--- src/rtl/axi4_lite_slave_regs.sv ---
// -----------------------------------------------------------------------------
// axi4_lite_slave_regs
//
// Purpose
//   AXI4-Lite subordinate that is the target for a bank of NUM_REGS read/write
//   registers. It answers the write and read transactions issued by an
//   AXI4-Lite manager and gives user logic the register contents plus a
//   one-cycle pulse for every register that has been written.
//
// Parameters
//   DATA_BYTES  data bus width in bytes (wdata/rdata = DATA_BYTES*8 bits)
//   ADDR_BYTES  address bus width in bytes (awaddr/araddr = ADDR_BYTES*8 bits)
//   NUM_REGS    number of registers, word index = addr >> log2(DATA_BYTES);
//               must be <= 2**(ADDR_BYTES*8)/DATA_BYTES
//
// Ports
//   aclk, areset                 clock (rising edge) and synchronous active-high reset
//   awvalid/awready/awaddr/awprot  write address channel (awprot ignored)
//   wvalid/wready/wdata/wstrb    write data channel, wstrb = byte enables
//   bvalid/bready/bresp          write response channel
//   arvalid/arready/araddr/arprot  read address channel (arprot ignored)
//   rvalid/rready/rdata/rresp    read data channel
//   regs_o                       flat register contents, reg i at [i*W +: W]
//   wr_pulse_o                   bit i high for one cycle after register i is written
//
// Build option
//   AXI4_LITE_REGS_SLVERR_EN  when defined, accesses to an index >= NUM_REGS
//   answer SLVERR (2'b10); otherwise they answer OKAY. Data behaviour is the
//   same in both builds: such writes are dropped and such reads return 0.
// -----------------------------------------------------------------------------
module axi4_lite_slave_regs #(
  parameter int DATA_BYTES = 4,
  parameter int ADDR_BYTES = 1,
  parameter int NUM_REGS   = 16
) (
  input  logic                               aclk,
  input  logic                               areset,
  // write address channel
  input  logic                               awvalid,
  output logic                               awready,
  input  logic [ADDR_BYTES*8-1:0]            awaddr,
  input  logic [2:0]                         awprot,
  // write data channel
  input  logic                               wvalid,
  output logic                               wready,
  input  logic [DATA_BYTES*8-1:0]            wdata,
  input  logic [DATA_BYTES-1:0]              wstrb,
  // write response channel
  output logic                               bvalid,
  input  logic                               bready,
  output logic [1:0]                         bresp,
  // read address channel
  input  logic                               arvalid,
  output logic                               arready,
  input  logic [ADDR_BYTES*8-1:0]            araddr,
  input  logic [2:0]                         arprot,
  // read data channel
  output logic                               rvalid,
  input  logic                               rready,
  output logic [DATA_BYTES*8-1:0]            rdata,
  output logic [1:0]                         rresp,
  // user-side register view
  output logic [NUM_REGS*DATA_BYTES*8-1:0]   regs_o,
  output logic [NUM_REGS-1:0]                wr_pulse_o
);

  localparam int DW    = DATA_BYTES * 8;
  localparam int AW_W  = ADDR_BYTES * 8;
  localparam int LSB   = $clog2(DATA_BYTES);
  localparam int IDX_W = AW_W - LSB;

  localparam logic [1:0] RESP_OKAY = 2'b00;
`ifdef AXI4_LITE_REGS_SLVERR_EN
  localparam logic [1:0] RESP_MISS = 2'b10;
`else
  localparam logic [1:0] RESP_MISS = 2'b00;
`endif

  // Replace the strobed byte lanes of old_word with those of new_word.
  function automatic logic [DW-1:0] merge_lanes(
    input logic [DW-1:0]         old_word,
    input logic [DW-1:0]         new_word,
    input logic [DATA_BYTES-1:0] strb
  );
    logic [DW-1:0] res;
    res = old_word;
    for (int b = 0; b < DATA_BYTES; b++) begin
      if (strb[b]) begin
        res[b*8 +: 8] = new_word[b*8 +: 8];
      end else begin
        res[b*8 +: 8] = old_word[b*8 +: 8];
      end
    end
    return res;
  endfunction

  // ---------------------------------------------------------------------------
  // State
  // ---------------------------------------------------------------------------
  logic [DW-1:0]         regs_r [NUM_REGS];

  logic                  aw_held_r;
  logic [IDX_W-1:0]      aw_idx_r;
  logic                  w_held_r;
  logic [DW-1:0]         w_data_r;
  logic [DATA_BYTES-1:0] w_strb_r;

  logic                  bvalid_r;
  logic [1:0]            bresp_r;
  logic [NUM_REGS-1:0]   wr_pulse_r;

  logic                  rvalid_r;
  logic [DW-1:0]         rdata_r;
  logic [1:0]            rresp_r;

  // ---------------------------------------------------------------------------
  // Combinational decode
  // ---------------------------------------------------------------------------
  logic                  aw_hs_s;
  logic                  w_hs_s;
  logic                  ar_hs_s;
  logic                  commit_s;
  logic [IDX_W-1:0]      aw_idx_in_s;
  logic [IDX_W-1:0]      ar_idx_s;
  logic [IDX_W-1:0]      wr_idx_s;
  logic [DW-1:0]         wr_data_s;
  logic [DATA_BYTES-1:0] wr_strb_s;
  logic [NUM_REGS-1:0]   wr_sel_s;
  logic                  rd_hit_s;
  logic [DW-1:0]         rd_word_s;
  logic                  unused_s;

  // Readies depend only on internal state (and reset), never on the valids.
  assign awready = !areset && !aw_held_r && !bvalid_r;
  assign wready  = !areset && !w_held_r  && !bvalid_r;
  assign arready = !areset && !rvalid_r;

  assign aw_hs_s = awvalid && awready;
  assign w_hs_s  = wvalid  && wready;
  assign ar_hs_s = arvalid && arready;

  // Low address bits select a byte inside the word and are ignored.
  assign aw_idx_in_s = awaddr[AW_W-1:LSB];
  assign ar_idx_s    = araddr[AW_W-1:LSB];

  // Protection bits and the byte-offset address bits carry no meaning here.
  assign unused_s = ^{awprot, arprot, awaddr, araddr};

  // Pick address/data from the capture registers or straight from the bus, and decide whether this edge commits the write.
  always_comb begin
    wr_idx_s  = aw_held_r ? aw_idx_r : aw_idx_in_s;
    wr_data_s = w_held_r  ? w_data_r : wdata;
    wr_strb_s = w_held_r  ? w_strb_r : wstrb;
    // A commit needs both halves, at least one of which arrives this cycle.
    commit_s  = (aw_held_r || aw_hs_s) && (w_held_r || w_hs_s);
  end

  // One-hot write select and read mux; an index with no matching register leaves both empty.
  always_comb begin
    wr_sel_s  = '0;
    rd_hit_s  = 1'b0;
    rd_word_s = '0;
    for (int i = 0; i < NUM_REGS; i++) begin
      wr_sel_s[i] = commit_s && (wr_idx_s == IDX_W'(i));
      rd_hit_s    = rd_hit_s | (ar_idx_s == IDX_W'(i));
      rd_word_s   = rd_word_s | ({DW{ar_idx_s == IDX_W'(i)}} & regs_r[i]);
    end
  end

  // ---------------------------------------------------------------------------
  // Sequential logic
  // ---------------------------------------------------------------------------

  // Write channel: capture AW/W halves, raise the response and the write pulse on commit.
  always_ff @(posedge aclk) begin
    if (areset) begin
      aw_held_r  <= 1'b0;
      aw_idx_r   <= '0;
      w_held_r   <= 1'b0;
      w_data_r   <= '0;
      w_strb_r   <= '0;
      bvalid_r   <= 1'b0;
      bresp_r    <= RESP_OKAY;
      wr_pulse_r <= '0;
    end else begin
      wr_pulse_r <= wr_sel_s;
      if (commit_s) begin
        // bvalid is low whenever a handshake can happen, so no pending response is overwritten.
        aw_held_r <= 1'b0;
        w_held_r  <= 1'b0;
        bvalid_r  <= 1'b1;
        bresp_r   <= (|wr_sel_s) ? RESP_OKAY : RESP_MISS;
      end else begin
        if (aw_hs_s) begin
          aw_held_r <= 1'b1;
          aw_idx_r  <= aw_idx_in_s;
        end
        if (w_hs_s) begin
          w_held_r <= 1'b1;
          w_data_r <= wdata;
          w_strb_r <= wstrb;
        end
        if (bvalid_r && bready) begin
          bvalid_r <= 1'b0;
        end
      end
    end
  end

  // Register array: strobed byte lanes of the selected register take the write data.
  always_ff @(posedge aclk) begin
    if (areset) begin
      for (int i = 0; i < NUM_REGS; i++) begin
        regs_r[i] <= '0;
      end
    end else begin
      for (int i = 0; i < NUM_REGS; i++) begin
        if (wr_sel_s[i]) begin
          regs_r[i] <= merge_lanes(regs_r[i], wr_data_s, wr_strb_s);
        end
      end
    end
  end

  // Read channel: sample the array on the AR handshake (pre-write value on a same-edge write) and hold until rready.
  always_ff @(posedge aclk) begin
    if (areset) begin
      rvalid_r <= 1'b0;
      rdata_r  <= '0;
      rresp_r  <= RESP_OKAY;
    end else begin
      if (ar_hs_s) begin
        rvalid_r <= 1'b1;
        rdata_r  <= rd_word_s;
        rresp_r  <= rd_hit_s ? RESP_OKAY : RESP_MISS;
      end else if (rvalid_r && rready) begin
        rvalid_r <= 1'b0;
      end
    end
  end

  // ---------------------------------------------------------------------------
  // Outputs
  // ---------------------------------------------------------------------------
  assign bvalid     = bvalid_r;
  assign bresp      = bresp_r;
  assign rvalid     = rvalid_r;
  assign rdata      = rdata_r;
  assign rresp      = rresp_r;
  assign wr_pulse_o = wr_pulse_r;

  for (genvar gi = 0; gi < NUM_REGS; gi++) begin : g_regs_out
    assign regs_o[gi*DW +: DW] = regs_r[gi];
  end

endmodule

--- config.mk ---
export PLATFORM = sky130hd
export DESIGN_NAME = axi4_lite_slave_regs
export DESIGN_NICKNAME = d
export VERILOG_FILES = /design/src/rtl/axi4_lite_slave_regs.sv
export SDC_FILE = /design/constraint.sdc
export NUM_CORES = 1
export LEC_CHECK = 0
export CAP_MARGIN = 15
export CORE_ASPECT_RATIO = 0.8
export CORE_UTILIZATION = 40
export CTS_BUF_LIST = sky130_fd_sc_hd__clkbuf_8
export DETAILED_ROUTE_END_ITERATION = 10
export PLACE_DENSITY = 0.64
export SETUP_SLACK_MARGIN = 0.4
export SYNTH_ARGS = -nofsm -noshare
export SYNTH_HDL_FRONTEND = slang
export SYNTH_SLANG_ARGS = --single-unit
export TNS_END_PERCENT = 20
--- constraint.sdc ---
create_clock -name aclk -period 7.2 [get_ports aclk]
set_input_delay 1.44 -clock aclk [delete_from_list [all_inputs] [get_ports aclk]]
set_output_delay 1.44 -clock aclk [all_outputs]
set_load 0.03 [all_outputs]
======== Yosys cells after proc, flatten, opt, wreduce, memory -nomap -nowiden ========
Memories as Yosys holds them, arrays and structs flattened.
Cells that the tools add are included.
word-level totals
  input port bits ......................... 65
  RAM bits ................................ 512
  output and inout port bits .............. 569
  memories kept ........................... 1
  register bits after elaboration ......... 94
memories
  memory  words  width  rd ports  clocked after memory_dff  write ports  RTL line  RTL
  regs_r  16     32     16        0                         16           100       logic [DW-1:0] regs_r [NUM_REGS];
operators by class
  equality and inequality tests ........... 30
  muxes and demuxes ....................... 265
  bitwise operators ....................... 48
  reductions and logical operators ........ 41
operator list
  cell                number
  $mux 8              192
  $mux 32             17
  $and 32x32->32      16
  $or 32x32->32       15
  $eq 6x4->1 const B  16
  $mux 1              54
  $eq 6x3->1 const B  8
  $logic_and 1x1->1   27
  $eq 6x2->1 const B  4
  $or 1x1->1          16
  $eq 6x1->1 const B  2
  $logic_not 6->1     2
  $mux 6              1
  $logic_not 1->1     5
  $mux 4              1
  $reduce_and 2->1    2
  $reduce_bool 2->1   2
  $logic_or 1x1->1    2
  $reduce_or 2->1     1
  $not 1->1           1

======== Longest topological paths before layout ========
  word-level depth ........................ 17
  depth in mapped cells ................... 9

======== Worst setup path after synthesis ========
OpenSTA, ideal clock, no wires.
  path type ............................... in2out
  start point ............................. in areset
  end point ............................... out awready
  arrival ................................. 2494 ps
  buffers on the path ..................... 2
  setup slack ............................. 3266 ps
  required time ........................... 5760 ps
  stages .................................. 3
  cell sequence ........................... buf_2 > buf_1 > nor3_1
between the ends
  longest elaborated chain between the ends .. 3
ends and longest elaborated chain
  what                             RTL line  RTL
  from (decl)                      37        input logic areset,
  $logic_not 1->1                  134       assign awready = !areset && !aw_held_r && !bvalid_r;
  $logic_and 1x1->1 (2 in series)  134
  to (decl)                        40        output logic awready,
Every way passes these cells.

==> impl_summary.md <==
Timing
The worst pin sits at a relative slew slack of 0.1228. The transition time at the pin with the least slew margin is roughly 1.3 ns. The count of endpoints failing setup in the final report is 0. The clock skew after layout is slightly below 0.03 ns. Setup repair after global routing left no endpoint under its margin. The number of hold violations in the final report is 0.

Timing would allow up to 220.7 MHz. The final critical delay including setup and external delays is ~4.5 ns. In the finished design, the share of the clock period the worst path needs comes to 0.6294. The final count of pins violating max slew is 0. The total negative slack is 0 ns.

Die
The die is 280.6 um wide. In this run the vertical extent of the chip is 224.9 um. The effective utilization at floorplan is 0.4057. The number of top-level pins is 634. The cell row count is 81. The region available for standard cell placement spans 61,210 sq um. The die covers 63,090 sq um.

Global route
The number of antenna violations at the first check in global routing is 6. The first global-routing pass estimated 154.5 mm of wire. The number of global-route vias before repair is 20,200.

The total congestion overflow is 0. Entering global routing, the biggest net connects 66 pins. The total global-route track usage is 0.3577.

Logic synthesis
After synthesis, the share of cell area in mux cells is 0.05522. The synthesized instance count is ~1,900. The cell type contributing the most total cell area after synthesis is sky130_fd_sc_hd__edfxtp_1. The proportion of synthesized chip area in sequential cells is 0.6949. The share of synthesized cell area in full adder, half adder and majority cells is 0.

Among all cell types in the netlist, the one instantiated most often is sky130_fd_sc_hd__edfxtp_1. The compound-cell area share of the yosys netlist was 0.1005. Of the total synthesized cell area, the portion taken by AND, OR, NAND and NOR gates is 0.1146. The main combinational cell family by area after synthesis is simple AND/OR/NAND/NOR gates.

The per-instance average area after synthesis is 12.93 sq um. The count of yosys warnings during synthesis is 0. Ranked by instance count, the synthesized netlist is headed by 512 x sky130_fd_sc_hd__edfxtp_1, 397 x sky130_fd_sc_hd__nor2_1, 123 x sky130_fd_sc_hd__nand2_1. The most used flip-flop cell after synthesis is sky130_fd_sc_hd__edfxtp_1. The post-synthesis instance area is 24,830 sq um. Yosys mapped a number of flops with a built-in enable equal to ~510. Counting flops with an async set or reset pin after synthesis yields a share of 0. Of the post-synthesis cell area, the dominant cell type holds 0.6191. After synthesis, the cell types taking the most area are sky130_fd_sc_hd__edfxtp_1 62%, sky130_fd_sc_hd__dfxtp_1 7.6%, sky130_fd_sc_hd__nor2_1 6.0%. The register bit count reported by yosys is slightly above 600. Counting distinct cell types in the post-synthesis netlist gives 59. Of the total synthesized cell area, the portion taken by XOR and XNOR cells is 0.

Flow run
The total of max-cap violations is 0.

Critical path
The delay of the slowest critical-path stage is 1.01 ns. The count of buffer and inverter cells on the critical path is 1. Among cell families on the critical path, the largest total delay comes from simple AND/OR/NAND/NOR gates. The data required time at the worst endpoint is roughly 7.7 ns. Traced cell by cell, the critical path runs through clkdlybuf4s50_1 > o31ai_1 > and2_0 > nand2_2 > nor2_1. Of all nets on the critical path, the largest fanout is 33.

The slowest cell on the critical path is sky130_fd_sc_hd__nand2_2. The kind of critical path is primary input to flip-flop. The worst setup path is captured at a flip-flop.

The data arrival time of the critical path is 5.06 ns. The worst setup path is launched from a primary input.

Power
The total power of the final layout is about 0.008 W. The power per cell area is 240.6 nW/um^2. VDD sags by at most between 0.1 and 0.15 mV. Summed over all cells, the static leakage comes to 12.20 nW.

CTS
Post-CTS timing repair inserted 0 buffers for setup. The later-pin clock latency in the skew report is 0.71 ns. Once the clock tree was built, the resizer swapped 0 gates to a different size.

Clock-pin slew was measured on the worst setup and hold paths at 0.06 ns. The CTS tree is done. In this run the deepest clock path goes through 3 buffers.

CTS built an H-tree with a depth of 3. The hold buffer count at cts is 0. Counting the buffers created by CTS gives 95.

The TritonCTS sink count is approximately 600. The root buffer cell is sky130_fd_sc_hd__clkbuf_8.

Cells and area
For this run, the post-layout net count is 2,647. The area growth from synthesis to layout is 36.45%. Of the cells placed in the final design, the portion with a size suffix greater than 1 is 0.1134. The layout filler cell count is 5,248.

Routing
For this run, design rule violations remaining after detail routing come to 0. For this run, the detailed router's first-pass iteration total came to 6. Across all layers, the routed design uses 21,310 vias. Once detail routing completed, the nets flagged for antenna violations numbered 0.

The routed length per placed instance is approximately 33 um. For this block, the initial DRC count from the detailed router was around 3,200. Wires add up to between 100 and 150 mm. The number of vias per cell is 6.098.

Status
The run finished with clean final reports.

Place
In this run the tool buffered the top-level ports with 619 buffer cells. The global placer's final weighted congestion is 0.9346. The detailed-placement wirelength estimate is ~78 mm.

Worst hold path
The type of the most critical hold path is flip-flop to flip-flop.
## metal layers
metal,track usage,up-vias,part of all wire
li1,-,8456,-
met1,0.4919,10490,0.38
met2,0.5310,1994,0.43
met3,0.1103,359,0.15
met4,0.1333,10,0.041
met5,0,-,0.00059
## state kept, by name, indices dropped and copies added (netlist names)
signal,flops
rvalid,1
wr_pulse_o,16
regs_r,512
aw_held_r,1
w_held_r,1
aw_idx_r,6
w_strb_r,4
rdata,32
w_data_r,32
bvalid,1
## power by group
group	switching, W	internal, W
clock	0.00140	0.00138
combinational	0.000819	0.000416
sequential	0.000145	0.00399
## cell type report
type,count,area (sq um),share of cell area
Sequential cell,606,17260,0.5094
Timing Repair Buffer,721,6944,0.2049
Multi-Input combinational cell,1146,6794,0.2005
Clock buffer,108,1486,0.04387
Tap cell,830,1039,0.03065
Clock inverter,71,312.8,0.009231
Inverter,12,46.29,0.001366
Antenna cell,1,2.502,0.00007385
## layout by cell type, fill, tap and decap left out, drive strengths merged, types with 80 or more instances in the layout
cell type and count:
nand2 127, dfxtp 94, clkdlybuf4s50 615, a21oi 80
nor2 411, mux2i 101, buf 106, edfxtp 512
clkbuf 108, a22oi 120
## through the flow
stage / util / cell area [sq um] / hold WS [ns] / worst slack, ns / cells
3_3_place_gp: 0.5239 / 32070 / 0.4409 / 2.212 / 3313
6_report: 0.5536 / 33890 / 0.4549 / 2.669 / 3495
5_1_grt: 0.5535 / 33880 / 0.4769 / 2.602 / 3494
2_1_floorplan: - / 24840 / 0.4360 / 3.266 / 1923
4_1_cts: 0.5533 / 33870 / 0.4552 / 2.872 / 3492
3_5_place_dp: 0.5239 / 32070 / 0.4463 / 2.124 / 3313
## logic make-up after synthesis
kind of cell           count (synthesis)
DFF                                  606
and+or+nand+nor                      639
AOI/OAI and AO/OA                    375
muxes                                128
other                                  1
buffers and inverters                171
## worst paths after layout
check | startpoint | cells after the start | end | slack, ns
setup / recovery | awaddr[2] | 5 | regs_r[1][23] | 2.67
hold / removal | w_data_r[28] | 2 | w_data_r[28] | 0.45
setup reg to reg | w_held_r | 6 | regs_r[0][115] | 3.35
hold reg to reg | w_data_r[28] | 2 | w_data_r[28] | 0.45
## tightest hold or removal path, cell delays in order, from the launching register on
cell,delay (ns)
sky130_fd_sc_hd__dfxtp_1,0.31
sky130_fd_sc_hd__nand2_1,0.05
sky130_fd_sc_hd__a21oi_1,0.05
Note: power is estimated with default switching activity, not from simulation.
